File: src/rtl/binary_gray.sv
// binary_gray
//   Registered 4-bit code converter. Each cycle with in_valid high, the
//   source word {B_3,B_2,B_1,B_0} is converted and loaded into
//   {G_3,G_2,G_1,G_0} on the next rising clk edge. out_valid is high for
//   exactly that one cycle. When in_valid is low, G holds its previous
//   value and out_valid drops.
//   mode = 0 : binary -> Gray  (each bit XORs with its upper neighbour)
//   mode = 1 : Gray -> binary  (each bit is the XOR of itself and all
//                               higher source bits)
//
// Ports
//   G_3..G_0   out  converted word, registered (G_3 = MSB)
//   B_0..B_3   in   source word (B_3 = MSB)
//   clk        in   system clock, rising edge
//   rst_n      in   asynchronous active-low reset; clears G and out_valid
//   mode       in   conversion direction, sampled per word
//   in_valid   in   qualifies B and mode in the current cycle
//   out_valid  out  one-cycle strobe marking a newly converted G
//
// Every output comes straight from a flop, so there is no combinational
// path from any input to any output.

module binary_gray (
    output logic G_3,
    output logic G_2,
    output logic G_1,
    output logic G_0,
    input  logic B_0,
    input  logic B_1,
    input  logic B_2,
    input  logic B_3,
    input  logic clk,
    input  logic rst_n,
    input  logic mode,
    input  logic in_valid,
    output logic out_valid
);

    logic [3:0] src_word;
    logic [3:0] to_gray;
    logic [3:0] to_bin;
    logic [3:0] conv_word;
    logic [3:0] g_reg;
    logic       valid_reg;

    assign src_word = {B_3, B_2, B_1, B_0};

    // Binary to Gray: each bit is XORed with the next-higher source bit.
    assign to_gray[3] = src_word[3];
    assign to_gray[2] = src_word[3] ^ src_word[2];
    assign to_gray[1] = src_word[2] ^ src_word[1];
    assign to_gray[0] = src_word[1] ^ src_word[0];

    // Gray to binary: each bit is the running XOR from the MSB down.
    // This is written as a ripple chain so each stage reuses the one above.
    assign to_bin[3] = src_word[3];
    assign to_bin[2] = to_bin[3] ^ src_word[2];
    assign to_bin[1] = to_bin[2] ^ src_word[1];
    assign to_bin[0] = to_bin[1] ^ src_word[0];

    assign conv_word = mode ? to_bin : to_gray;

    always_ff @(posedge clk or negedge rst_n) begin
        if (!rst_n) begin
            g_reg     <= 4'b0000;
            valid_reg <= 1'b0;
        end else begin
            valid_reg <= in_valid;
            if (in_valid) begin
                g_reg <= conv_word;
            end
        end
    end

    assign G_3       = g_reg[3];
    assign G_2       = g_reg[2];
    assign G_1       = g_reg[1];
    assign G_0       = g_reg[0];
    assign out_valid = valid_reg;

endmodule

File: config.mk
export PLATFORM = sky130hd
export DESIGN_NAME = binary_gray
export DESIGN_NICKNAME = d
export VERILOG_FILES = /design/src/rtl/binary_gray.sv
export SDC_FILE = /design/constraint.sdc
export NUM_CORES = 1
export LEC_CHECK = 0
export ABC_AREA = 1
export CORE_AREA = 10 10 47 49
export DETAILED_ROUTE_END_ITERATION = 8
export DIE_AREA = 0 0 57 59
export HOLD_SLACK_MARGIN = 0.1
export RECOVER_POWER = 50
export SLEW_MARGIN = 15
export SYNTH_ARGS = -nofsm -noshare
export SYNTH_HDL_FRONTEND = slang
export SYNTH_SLANG_ARGS = --single-unit
File: constraint.sdc
create_clock -name clk -period 1.04 [get_ports clk]
set_input_delay 0.104 -clock clk [delete_from_list [all_inputs] [get_ports clk]]
set_output_delay 0.104 -clock clk [all_outputs]
set_load 0.02 [all_outputs]
==> results.yml <==
run_status:
  outcome: "finished, final reports clean"
grt:
  grt_pass1_wl_um: 1100
  global_route.usage.total_pct: 4.51
  grt_max_degree: 7
  grt_overflow: 0
  antenna_found_initial: 0
  grt_pass1_vias: 282
timing:
  worst_slew_pin_slew_ps: 223
  finalSetupViolations: 0
  finalClockSkew_ps: 0
  period_share_pct: 96.6
  fin_setup_tns_ps: 0
  slew_headroom_pct: 85.1
  finalWorstSetupSlack_ps: 35.5
  hold_violations: 0
  slew_viol_final: 0
  period_needed_ps: 1000
  max_clock_freq_ghz: 0.995
  rsz0062_at_grt: "no"
worst_setup_path:
  worstSetupPathType: "reg -> out"
  path_buf_inv: 1
  reg2reg_to: "g_reg[2]"
  crit_arrival_ps: 900
  worstPathCellList: "clkdlybuf4s15_1"
  crit_family: "flip-flops"
  critPathMaxStageDelay_ps: 380
  end_kind: "primary output"
  cp_slowest_cell: "dfrtp_1"
  cp.required_ps: 940
  cp-endpoint: "G_1"
  crit_cells: 1
  cp-startpoint: "g_reg[1]"
  rrSetupSlack_ps: 430
  worst_setup_path_start_kind: "flop"
  regToRegStartpoint: "g_reg[2]"
  crit_fanout: 2
  r2r_cells: 2
pwr:
  p_sw_mw: 0.161
  p_comb_share_pct: 24.2
  total_power_mw: 0.587
  power_frac_clock_pct: 37.7
  irDropWorstVdd_mv: 0.284
  sequentialPowerShare_pct: 38.2
  p_leak_nw: 0.260
  swShare_pct: 27.5
  intPower_mw: 0.426
  power.density_nw_per_um2: 1300
floorplanning:
  coreArea_um2: 1400
  die_w_um: 57
  dieArea_um2: 3360
  ios: 13
  die_y_um: 59
  fp-row-count: 14
  start_util_pct: 18.7
cells_and_area:
  diodes: 0
  utilization_pct: 32.2
  layout.cells.non_filler: 73
  drive_above_1_share_pct: 19.3
  nets: 66
  largest_reg_flops: 4
  areaGrowthSynthToFinish_pct: 72.7
yosys:
  ys_seq_area_share_pct: 47.8
  yosys_warnings: 0
  synthTopCellsByArea: "dfrtp_1 (48%), nand2_1 (23%), nand3_1 (7.7%)"
  synth-seq-cells: 5
  synthesis.instances: 37
  syn_nets: 45
  netlist_area_um2: 262
  synth_area_per_cell_um2: 7.07
  synth_top_area_share_pct: 47.8
  yosys.area.top_type: "dfrtp_1"
  synth.distinct_cells: 10
clocking:
  post_cts_buffers: 0
  clock_path_buffers: 2
  cts_max_level: 1
  cts_buffers: 3
  clock_sinks: 5
  clock_latency_ps: 240
  cts_tree: "built"
  root_buffer: "clkbuf_4"
  clk_pin_slew_ps: 40
placement:
  gp_congestion: 0.776
  hpwlAfterDp_um: 533
  dp_slack_ps: -203
  io_buffers: 12
  dp_cells: 68
detailed_routing:
  vias: 271
  wl_um: 630
  antenna_left: 0
  drc: 0
  drt_iter0_markers: 7
  wl_per_cell_um: 8.63
  drt-pass1-iter-count: 3
  viasPerCell: 3.71
run:
  maxCapViolations: 0
worst_hold_path:
  min_path_type: "in -> reg"
## placed cells by master (no fill, tap or decap)
cell type	netlist	routed
nand2_2	1	2
nand2_1	16	15
clkdlybuf4s50_1	0	3
nand4_1	1	1
dfrtp_1	5	5
dlygate4sd2_1	0	1
clkbuf_2	0	3
nand3_1	4	4
clkbuf_1	0	1
buf_4	0	3
clkbuf_4	0	3
clkdlybuf4s15_1	0	1
nor2_1	2	2
o21ai_0	1	2
inv_1	5	5
dlymetal6s2s_1	0	2
dlygate4sd3_1	0	3
o21bai_1	1	1
## logic make-up (layout without fill, tap and decap cells)
logic type             Yosys count  count (layout)  synth area share (%)
and+or+nand+nor                 24              24                  38.3
AOI/OAI and AO/OA                3               3                  6.70
DFF                              5               5                  47.8
buffers and inverters            5              25                  7.18
## per-stage QoR
step                hold WS (ps)  area, um^2
floorplan                   -192         262
finish                       199         452
global placement             338         424
CTS                          467         459
global route                 262         452
detailed placement           338         424
## cells in the mapped netlist
| cell type | instances |
|---|---|
| dfrtp_1 | 5 |
| nand2_1 | 16 |
| nand3_1 | 4 |
| nand2_2 | 1 |
| inv_1 | 5 |
| o21ai_0 | 1 |
| nand4_1 | 1 |
| o21ai_1 | 1 |
| o21bai_1 | 1 |
| nor2_1 | 2 |
## per-layer routing
| layer | track usage [%] | wire, um |
|---|---|---|
| met3 | 2.58 | 65 |
| met4 | 7.05 | 0 |
| met2 | 5.74 | 318 |
| met1 | 4.09 | 246 |
| met5 | 0 | 0 |
## worst min path at each step
stage / startpoint / to / slack (ps) / cells past startpoint
floorplan: rst_n / g_reg[0] / -190 / 0
global placement: rst_n / g_reg[3] / 340 / 1
detailed placement: rst_n / g_reg[3] / 340 / 1
CTS: in_valid / out_valid / 470 / 2
global route: B_3 / g_reg[3] / 260 / 3
finish: B_3 / g_reg[3] / 200 / 3
## power by group through the flow
stage               combinational, mW  sequential (mW)  clock, mW
CTS                             0.153            0.224      0.234
finish                          0.142            0.224      0.221
detailed placement              0.160            0.227          0
global placement                0.159            0.226          0
global route                    0.162            0.228      0.241
floorplan                      0.0445            0.251          0
## layout make-up
type / instances / area, um^2
multi-input combinational: 27 / 120
timing repair buffer: 16 / 141
inverter: 5 / 18.8
clock buffer: 4 / 26.3
tap: 16 / 20.0
sequential: 5 / 125
fill: 163 / 950
## what timing repair did
item                       4_1_cts  5_1_grt
resized for setup                9        6
pin swaps                        0        2
hold endpoints to repair         5        0
setup endpoints to repair        5        5
cloned                           0        0
hold buffers                     1        0
No activity file was read; power rests on OpenSTA's default activity.
